File: src/rtl/pipelined_approx_adder.sv
// pipelined_approx_adder: WIDTH-bit adder. The low ke bits are approximated with OR.
// The remaining bits form an exact ripple chain. The adder is split into STAGES segments.
// Each segment is resolved in its own pipeline stage, with valid/ready backpressure.
// Optional feature macro: PIPELINED_APPROX_ADDER_ERRDIST_EN. It adds the ErrDist output,
// which is the absolute distance between the exact and the approximate result.
module pipelined_approx_adder #(
    parameter int WIDTH  = 16,
    parameter int STAGES = 2,
    parameter int KW     = $clog2(WIDTH + 1)
) (
    input  logic             clk,
    input  logic             rst_n,
    input  logic             InValid,
    output logic             InReady,
    input  logic [WIDTH-1:0] A,
    input  logic [WIDTH-1:0] B,
    input  logic             Cin,
    input  logic [KW-1:0]    ApproxBits,
    output logic             OutValid,
    input  logic             OutReady,
    output logic [WIDTH-1:0] Sum,
    output logic             Cout
`ifdef PIPELINED_APPROX_ADDER_ERRDIST_EN
    ,
    output logic [WIDTH:0]   ErrDist
`endif
);

    localparam int SEG = WIDTH / STAGES;

    // Clamp the requested approximate width to the operand width.
    function automatic logic [KW-1:0] clamp_k(input logic [KW-1:0] k);
        return (int'(k) > WIDTH) ? KW'(WIDTH) : k;
    endfunction

    // Resolve one segment whose lowest bit sits at absolute position base.
    // Below ke, a bit is A|B and emits A&B as its carry. The carry out of bit ke-1 therefore
    // becomes the carry into the exact part, or Cout when ke = WIDTH. The result is {carry_out, sum}.
    function automatic logic [SEG:0] seg_add(input logic [SEG-1:0] a,
                                             input logic [SEG-1:0] b,
                                             input logic           ci,
                                             input logic [KW-1:0]  ke,
                                             input int             base);
        logic           c;
        logic [SEG-1:0] s;
        c = ci;
        s = '0;
        for (int j = 0; j < SEG; j++) begin
            if (base + j < int'(ke)) begin
                s[j] = a[j] | b[j];
                c    = a[j] & b[j];
            end else begin
                s[j] = a[j] ^ b[j] ^ c;
                c    = (a[j] & b[j]) | (c & (a[j] ^ b[j]));
            end
        end
        return {c, s};
    endfunction

    logic              adv;
    logic [STAGES-1:0] vld_p;
    logic [STAGES-1:0] nxt_vld;
    logic [WIDTH-1:0]  a_p     [STAGES];
    logic [WIDTH-1:0]  b_p     [STAGES];
    logic [WIDTH-1:0]  sum_p   [STAGES];
    logic              cy_p    [STAGES];
    logic [KW-1:0]     ke_p    [STAGES];
    logic [WIDTH-1:0]  nxt_a   [STAGES];
    logic [WIDTH-1:0]  nxt_b   [STAGES];
    logic [WIDTH-1:0]  nxt_sum [STAGES];
    logic              nxt_cy  [STAGES];
    logic [KW-1:0]     nxt_ke  [STAGES];

    // The whole pipeline moves together. It stalls only when the output holds an unaccepted result.
    assign adv      = ~vld_p[STAGES-1] | OutReady;
    assign InReady  = adv;
    assign OutValid = vld_p[STAGES-1];

    // Per-stage next values: stage 0 resolves segment 0 from the ports, and stage s resolves segment s.
    always_comb begin
        logic [SEG:0] r;
        nxt_vld    = '0;
        nxt_vld[0] = InValid;
        nxt_a[0]   = A;
        nxt_b[0]   = B;
        nxt_ke[0]  = clamp_k(ApproxBits);
        r          = seg_add(A[SEG-1:0], B[SEG-1:0], Cin, nxt_ke[0], 0);
        nxt_sum[0] = '0;
        nxt_sum[0][SEG-1:0] = r[SEG-1:0];
        nxt_cy[0]  = r[SEG];
        for (int s = 1; s < STAGES; s++) begin
            nxt_vld[s] = vld_p[s-1];
            nxt_a[s]   = a_p[s-1];
            nxt_b[s]   = b_p[s-1];
            nxt_ke[s]  = ke_p[s-1];
            r          = seg_add(a_p[s-1][s*SEG +: SEG], b_p[s-1][s*SEG +: SEG],
                                 cy_p[s-1], ke_p[s-1], s * SEG);
            nxt_sum[s] = sum_p[s-1];
            nxt_sum[s][s*SEG +: SEG] = r[SEG-1:0];
            nxt_cy[s]  = r[SEG];
        end
    end

    // Stage valids and the output result clear asynchronously, so in-flight beats are discarded.
    always_ff @(posedge clk or negedge rst_n) begin
        if (!rst_n) begin
            vld_p <= '0;
            Sum   <= '0;
            Cout  <= 1'b0;
        end else if (adv) begin
            vld_p <= nxt_vld;
            Sum   <= nxt_sum[STAGES-1];
            Cout  <= nxt_cy[STAGES-1];
        end
    end

    // Operand, partial-sum, carry and ke registers are data only and are qualified by the stage valids.
    always_ff @(posedge clk) begin
        if (adv) begin
            for (int s = 0; s < STAGES; s++) begin
                a_p[s]   <= nxt_a[s];
                b_p[s]   <= nxt_b[s];
                sum_p[s] <= nxt_sum[s];
                cy_p[s]  <= nxt_cy[s];
                ke_p[s]  <= nxt_ke[s];
            end
        end
    end

`ifdef PIPELINED_APPROX_ADDER_ERRDIST_EN
    function automatic logic [WIDTH:0] abs_diff(input logic [WIDTH:0] x, input logic [WIDTH:0] y);
        return (x >= y) ? (x - y) : (y - x);
    endfunction

    logic [WIDTH:0] ex_p   [STAGES];
    logic [WIDTH:0] nxt_ex [STAGES];
    logic [WIDTH:0] ex_q;

    // The exact sum is formed at entry and carried alongside the beat.
    always_comb begin
        nxt_ex[0] = {1'b0, A} + {1'b0, B} + {{WIDTH{1'b0}}, Cin};
        for (int s = 1; s < STAGES; s++) begin
            nxt_ex[s] = ex_p[s-1];
        end
    end

    // The exact-sum pipeline advances in lockstep with the approximate stages.
    always_ff @(posedge clk) begin
        if (adv) begin
            for (int s = 0; s < STAGES; s++) begin
                ex_p[s] <= nxt_ex[s];
            end
        end
    end

    // Output-aligned copy of the exact sum. It clears with Sum/Cout, so ErrDist resets to 0.
    always_ff @(posedge clk or negedge rst_n) begin
        if (!rst_n) begin
            ex_q <= '0;
        end else if (adv) begin
            ex_q <= nxt_ex[STAGES-1];
        end
    end

    assign ErrDist = abs_diff(ex_q, {Cout, Sum});
`endif

endmodule
File: config.mk
export PLATFORM = sky130hd
export DESIGN_NAME = pipelined_approx_adder
export DESIGN_NICKNAME = d
export VERILOG_FILES = /design/src/rtl/pipelined_approx_adder.sv
export SDC_FILE = /design/constraint.sdc
export NUM_CORES = 1
export LEC_CHECK = 0
export ABC_AREA = 1
export BUFFER_PORTS_ARGS = -buffer_cell sky130_fd_sc_hd__buf_2
export CAP_MARGIN = 5
export CORE_MARGIN = 4
export CORE_UTILIZATION = 35
export DETAILED_ROUTE_END_ITERATION = 8
export SLEW_MARGIN = 40
export SYNTH_ARGS = -nofsm -noshare
export SYNTH_HDL_FRONTEND = slang
export SYNTH_SLANG_ARGS = --single-unit
File: constraint.sdc
create_clock -name clk -period 14.45 [get_ports clk]
set_input_delay 1.445 -clock clk [delete_from_list [all_inputs] [get_ports clk]]
set_output_delay 1.445 -clock clk [all_outputs]
set_load 0.1 [all_outputs]
==> summary.txt, run 1 <==
Logic synthesis
  – Ys Warns: 0
  – Post-synth top cells: nand2_1 (73), inv_1 (46), ha_1 (32), edfxtp_1 (30), dfrtp_1 (19)
  – Post-Synth XOR/XNOR Area: 0%
  – Fraction of registers with async set/reset: 38.8%
  – Syn Nets: between 300 and 400
  – Area leader, netlist: edfxtp_1
  – Area of the mapped netlist: 3020 sq um
  – Share of the synthesized area in the top cell type: 29.8%
  – Cell count after synthesis: 297
  – Top post-synthesis cells by area: edfxtp_1 (30%), dfrtp_1 (16%), ha_1 (13%)
  – Post-synthesis mux area share: 1.37%
  – Yosys reg bits: a little under 50
  – Share of the yosys chip area belonging to registers: between 40% and 50%
  – Synth Area in Simple Gates: 16.3%
  – Synth Area in Compound Gates: 5.88%
  – EDFF count, synth: 30
  – Synth Area in Adders: between 20% and 30%
  – Average size of a mapped cell: 10.2 sq um
  – Synth Flop Type: edfxtp_1
  – Yosys cell types: 30
  – Most frequent cell after synthesis: nand2_1
  – Largest family of logic cells by synthesized area: adder cells

STA
  – Tmin final: 5.70 ns
  – RSZ-0062 raised after global routing: no
  – Setup ws final: 8.75 ns
  – Worst Tran Pin Value: 0.592 ns
  – Hold_ws: 0.452 ns
  – Max Fclk: 0.176 GHz
  – Final Hold Vio Count: 0
  – Crit share post-route: 39.4%
  – Layout Skew: 0.00488 ns
  – Rel. slew slack: approximately 60%
  – Finish-stage setup viols: 0
  – Setup TNS: 0 ns
  – Max Slew Vio Count: 0

Clock network
  – CTS buffer count: 5
  – CTS root buf: clkbuf_8
  – Htree depth: 2
  – Hold Buf Count CTS: 0
  – Clock-pin slew on the worst setup and hold paths: 0.09 ns
  – Post-cts resize count: 0
  – Clock Sinks: 49
  – CTS tree: yes
  – Worst-Skew Late Latency: 0.29 ns
  – Post-CTS Setup Bufs: 0
  – Clk buf depth: 2

Outcome
  – Status: finished clean

Placed design
  – DP HPWL: roughly 4200 microns
  – DP Worst Slack: roughly 8.4 ns
  – Final GP Congestion: 0.830
  – Buffers added on ports: 60

Detailed routing
  – DR pass1 iterations: 4
  – Vias: a little over 2000
  – Via/cell ratio: 4.37
  – WL final: 5380 microns
  – Routed Antenna Nets: 0
  – # DRC: 0
  – Initial drt markers: between 40 and 50
  – Avg WL per Cell: 11.5 microns

Floorplan
  – Die W: just over 100 microns
  – Die height: 101 microns
  – Top Ports: 61
  – Die Area: 10200 sq um
  – # rows: 33
  – Core area: between 8000 and 9000 sq um
  – Initial Utilization: 36.4%

Setup path
  – WP depth: 26
  – WP data arrival: 5.84 ns
  – Critical Path RT: 14.60 ns
  – Most used cell, CP: nand2_1
  – Critical Path Source Type: input pin
  – Slowest cell on the critical path: fa_1
  – Largest stage delay, worst path: 0.43 ns
  – Crit-path max FO: 7
  – WS Path Type: in2reg
  – Critical path's top delay family: adder cells
  – CP bufs+invs: 3
  – CP endpoint kind: register
  – Cells on worst reg2reg path: 25

Global routing
  – First-pass GRT wire length: 8980 microns
  – Number of global-route vias before repair: 1988
  – Remaining global-route overflow: 0
  – Total GRT Usage: 11.1%
  – Initial antenna violation count: 0
  – Pin count of the biggest net entering global routing: 52

Worst hold path
  – WHS Path Cells: 2
  – Hold Crit Class: reg2reg

Finish
  – Area Growth Syn to Fin: 16.7%
  – Fin nets: 451
  – # fillers: ~840
  – Number of inserted diodes: 0
  – Share of cells above drive strength 1: roughly a quarter

Run
  – Max Cap Viol: 0

Power
  – Pwr Density: 122 nW/um^2
  – Max VDD drop: about 0.047 mV
  – Leak pwr: about 1.8 nW
==> stage by stage <==
| stage | instances | power (W) | utilization, % | instance area [sq um] |
|---|---|---|---|---|
| 2_1_floorplan | 297 | 0.000319 | - | 3020 |
| 3_3_place_gp | 459 | 0.000352 | 41.4 | 3440 |
| 3_5_place_dp | 459 | 0.000356 | 41.4 | 3440 |
| 4_1_cts | 467 | 0.000436 | 42.5 | 3530 |
| 5_1_grt | 467 | 0.000456 | 42.5 | 3530 |
| 6_report | 467 | 0.000429 | 42.5 | 3530 |
==> flip-flops by register name, summed over array words and instances (netlist names) <==
signal	count
cy_p	1
vld_p	2
sum_p	8
Cout	1
a_p	8
Sum	16
b_p	8
ke_p	5
==> per-layer routing <==
layer	global-route usage, %	wire, microns
met5	0	0
met4	2.76	31
met3	2.98	314
met2	19.0	2690
met1	13.9	2340
==> where the power goes <==
group	total (W)	internal, W	switching [W]
clock	0.0000790	0.0000342	0.0000449
combinational	0.000167	0.0000347	0.000132
sequential	0.000183	0.000171	0.0000120
total	0.000429	0.000240	0.000189
==> layout by cell type (no fill, tap or decap), drive strengths merged, types with 6 or more instances in the layout <==
| cell | instances |
|---|---|
| fa | 16 |
| nand2 | 78 |
| o21ai | 20 |
| buf | 61 |
| inv | 50 |
| a21oi | 8 |
| ha | 32 |
| nor2 | 15 |
| dfrtp | 19 |
| clkbuf | 6 |
| edfxtp | 30 |
| nand3 | 13 |
==> final timing paths <==
path	from	endpoint	slack [ns]
setup / recovery	ApproxBits[4]	sum_p[0][7]	8.75
hold reg to reg	sum_p[0][3]	Sum[3]	0.45
setup reg to reg	ke_p[0][4]	Sum[15]	9.48
min in group asynchronous	rst_n	Sum[11]	1.09
hold / removal	sum_p[0][3]	Sum[3]	0.45
max in group asynchronous	rst_n	Sum[15]	13.04
==> tightest hold or removal path: stages, from the launching register on <==
cell and delay, ns:
edfxtp_1 0.33, nand2_1 0.05, nand2_1 0.05
==> cell type report <==
cell class                 instances  area [sq um]  area share (%)
clock inverter                     2          15.0           0.426
timing repair buffer              61           308            8.73
tap                              105           131            3.73
clock buffer                       6          72.6            2.06
multi-input combinational        193          1430            40.6
sequential                        49          1380            39.0
inverter                          51           191            5.43
==> cells by family (layout without fill, tap and decap cells) <==
kind of cell | after synthesis | after routing
compound gates | 31 | 31
fa+ha+maj | 48 | 48
buf+inv | 55 | 120
flops | 49 | 49
mux | 4 | 4
simple gates | 110 | 110
Power figures use the tool's default switching activity.
==> run 2, diff against run 1 <==
Settings changed: ABC_AREA 1 to 0.
Clock period 14.45 ns to 5 ns, I/O delays scaled along.
==> run 2 against run 1 <==
Net effect:
- the run now ends with negative setup slack left
- routed wire length rose by 0.87%
- final cell count is 4.5% lower
- die area up 0.72%
- synthesized area rose by 0.79%
- critical path type is now reg2reg
- highest routed layer unchanged
==> summary.txt, run 2 <==
Finish
  – Final non-filler cell total: 446
  – Share of cells above drive strength 1: 37.5%
  – Max reg flops: 16
  – Most frequent cells in the layout: buf_2 (60), inv_1 (37), nand2_1 (34)
  – Number of inserted diodes: 0
  – Commonest non-fill, non-tap cell in the layout: buf_2
  – Top reg by flops: Sum
  – Post-route cell area: 3820 sq um
  – Fin nets: 430
  – Area Growth Syn to Fin: 25.3%

Power
  – Pwr Density: approximately 350 nW/um^2
  – Max VDD drop: 0.125 mV
  – Leak pwr: 1.81 nW

Global routing
  – Remaining global-route overflow: 0
  – Initial antenna violation count: 0
  – Pin count of the biggest net entering global routing: 57
  – First-pass GRT wire length: 9250 microns
  – Number of global-route vias before repair: between 2000 and 2500
  – Total GRT Usage: 11.3%

Clock network
  – Clock Sinks: between 40 and 50
  – Clk buf depth: 2
  – CTS buffer count: 5
  – Worst-Skew Late Latency: 0.29 ns
  – CTS root buf: clkbuf_8
  – CTS tree: yes
  – Htree depth: 2
  – Clock-pin slew on the worst setup and hold paths: 0.09 ns
  – Hold Buf Count CTS: 0

STA
  – Crit share post-route: 106%
  – RSZ-0062 raised after global routing: yes
  – Setup ws final: -0.296 ns
  – Tmin final: 5.30 ns
  – Rel. slew slack: 59.1%
  – Max Slew Vio Count: 0
  – Max Fclk: between 0.15 and 0.2 GHz
  – Final Hold Vio Count: 0
  – Worst Tran Pin Value: 0.613 ns
  – Layout Skew: ~0.0072 ns
  – Finish-stage setup viols: 1

Floorplan
  – Initial Utilization: 36.5%
  – Die W: 101 microns
  – Top Ports: 61
  – Core area: 8340 sq um
  – Die height: 101 microns
  – Die Area: 10300 sq um
  – # rows: 33

Placed design
  – DP HPWL: 4220 microns
  – DP Worst Slack: -0.472 ns
  – Buffers added on ports: 60
  – Dpl cells: 434
  – Cell Area, Placed: 3650 sq um
  – Final GP Congestion: between 0.7 and 0.8

Detailed routing
  – Avg WL per Cell: 12.2 microns
  – Via/cell ratio: 4.51
  – # DRC: 0
  – Routed Antenna Nets: 0
  – Initial drt markers: 13
  – DR pass1 iterations: 4
  – Vias: roughly 2000
  – WL final: 5420 microns

Logic synthesis
  – Synth Flop Type: edfxtp_1
  – Most frequent cell after synthesis: inv_1
  – Top post-synthesis cells by area: edfxtp_1 (30%), dfrtp_1 (16%), ha_1 (13%)
  – Average size of a mapped cell: 11.8 sq um
  – Syn Nets: 348
  – Area of the mapped netlist: 3050 sq um
  – Yosys reg bits: approximately 50
  – Share of the yosys chip area belonging to registers: 45.2%
  – EDFF count, synth: 30
  – Cell count after synthesis: 258
  – Share of the synthesized area in the top cell type: 29.6%
  – Area leader, netlist: edfxtp_1
  – Post-synth top cells: inv_1 (37), nand2_1 (34), ha_1 (32), edfxtp_1 (30), dfrtp_1 (19)
  – Fraction of registers with async set/reset: between 30% and 40%
  – Yosys cell types: 39
  – Ys Warns: 0

Setup path
  – WS Path Type: reg2reg
  – WP data arrival: approximately 5.5 ns
  – CP endpoint kind: register
  – Critical Path Source Type: register
  – Critical Path RT: 5.23 ns
  – Crit-path max FO: 2

Outcome
  – Status: finished, violations left
  – Failing checks: negative setup slack

Run
  – Max Cap Viol: 0

Worst hold path
  – Hold Crit Class: in2async
[run 2: changes by cell type after synthesis, sizes merged, moves of 5 or more]
cell   change
nand2     -44
inv       -12
o21ai     -12
nand3     -11
mux2      +10
mux2i      +6
nor2b      +5
[run 2: power breakdown]
part	internal (W)	switching [W]	leakage (nW)
clock network	0.000150	0.000130	0.0554
registers	0.000495	0.0000345	0.513
logic	0.000136	0.000379	1.24
[run 2: routing by layer]
layer | vias to the layer above | global-route usage [%] | wire, microns
met5 | - | 0 | 0
met3 | 4 | 2.48 | 284
li1 | 1009 | - | -
met1 | 956 | 13.1 | 2290
met2 | 43 | 21.2 | 2820
met4 | 0 | 2.15 | 23
[run 2: kinds of logic after synthesis]
kind of cell / count (synthesis) / synth area share, %
adder cells (fa/ha/maj): 48 / 23.7
multiplexers: 20 / 7.15
flip-flops: 49 / 45.2
AND/OR/NAND/NOR: 64 / 9.82
buffers and inverters: 46 / 6.12
AO/OA/AOI/OAI: 31 / 8.05
[run 2: path summary, 6_finish.rpt]
check	from	end	slack, ns	cells after the start
setup / recovery	ke_p[0][2]	Sum[15]	-0.30	19
hold / removal	rst_n	vld_p[1]	0.15	1
setup reg to reg	ke_p[0][2]	Sum[15]	-0.30	19
hold reg to reg	sum_p[0][3]	Sum[3]	0.45	2
max in group asynchronous	rst_n	Sum[10]	4.52	1
min in group clk	B[13]	b_p[0][13]	0.37	1
[run 2: what timing repair did]
action                                  4_1_cts  5_1_grt
gates resized for setup                       2        5
endpoints found under the setup margin        3        4
pin swaps                                     5        1
hold endpoints to repair                      0        0
setup buffers                                 3        1
cloned                                        0        0
[run 2: layout make-up]
| class | instances | area [sq um] |
|---|---|---|
| repair buffers | 83 | 473 |
| fillers | 798 | 4520 |
| multi-input cells | 163 | 1580 |
| clock inverters | 2 | 38.8 |
| well taps | 105 | 131 |
| clock buffers | 6 | 72.6 |
| inverters | 38 | 143 |
| flip-flops and latches | 49 | 1380 |
[run 2: per-stage QoR]
step                      TNS, ns  util, %  hold WS (ns)  total power, W
after detailed placement    -1.10     43.7         0.430         0.00105
after floorplan            -0.361        -         0.204        0.000926
after global placement     -0.640     43.7         0.428         0.00104
after global routing       -0.872     45.8         0.174         0.00140
after CTS                  -0.462     45.4         0.157         0.00134
final                      -0.296     45.8         0.147         0.00132
[run 2: critical path, cell delays in order (launching register included)]
cell	delay, ns
edfxtp_1	0.39
o31a_1	0.33
nor2_2	0.10
mux2_4	0.31
fa_2	0.33
mux2_4	0.27
fa_2	0.32
mux2_4	0.28
fa_2	0.32
mux2_4	0.27
fa_2	0.33
mux2_4	0.27
fa_2	0.34
mux2i_2	0.17
fa_2	0.21
inv_1	0.04
mux2i_1	0.16
fa_1	0.43
mux2_2	0.28
a21oi_2	0.11
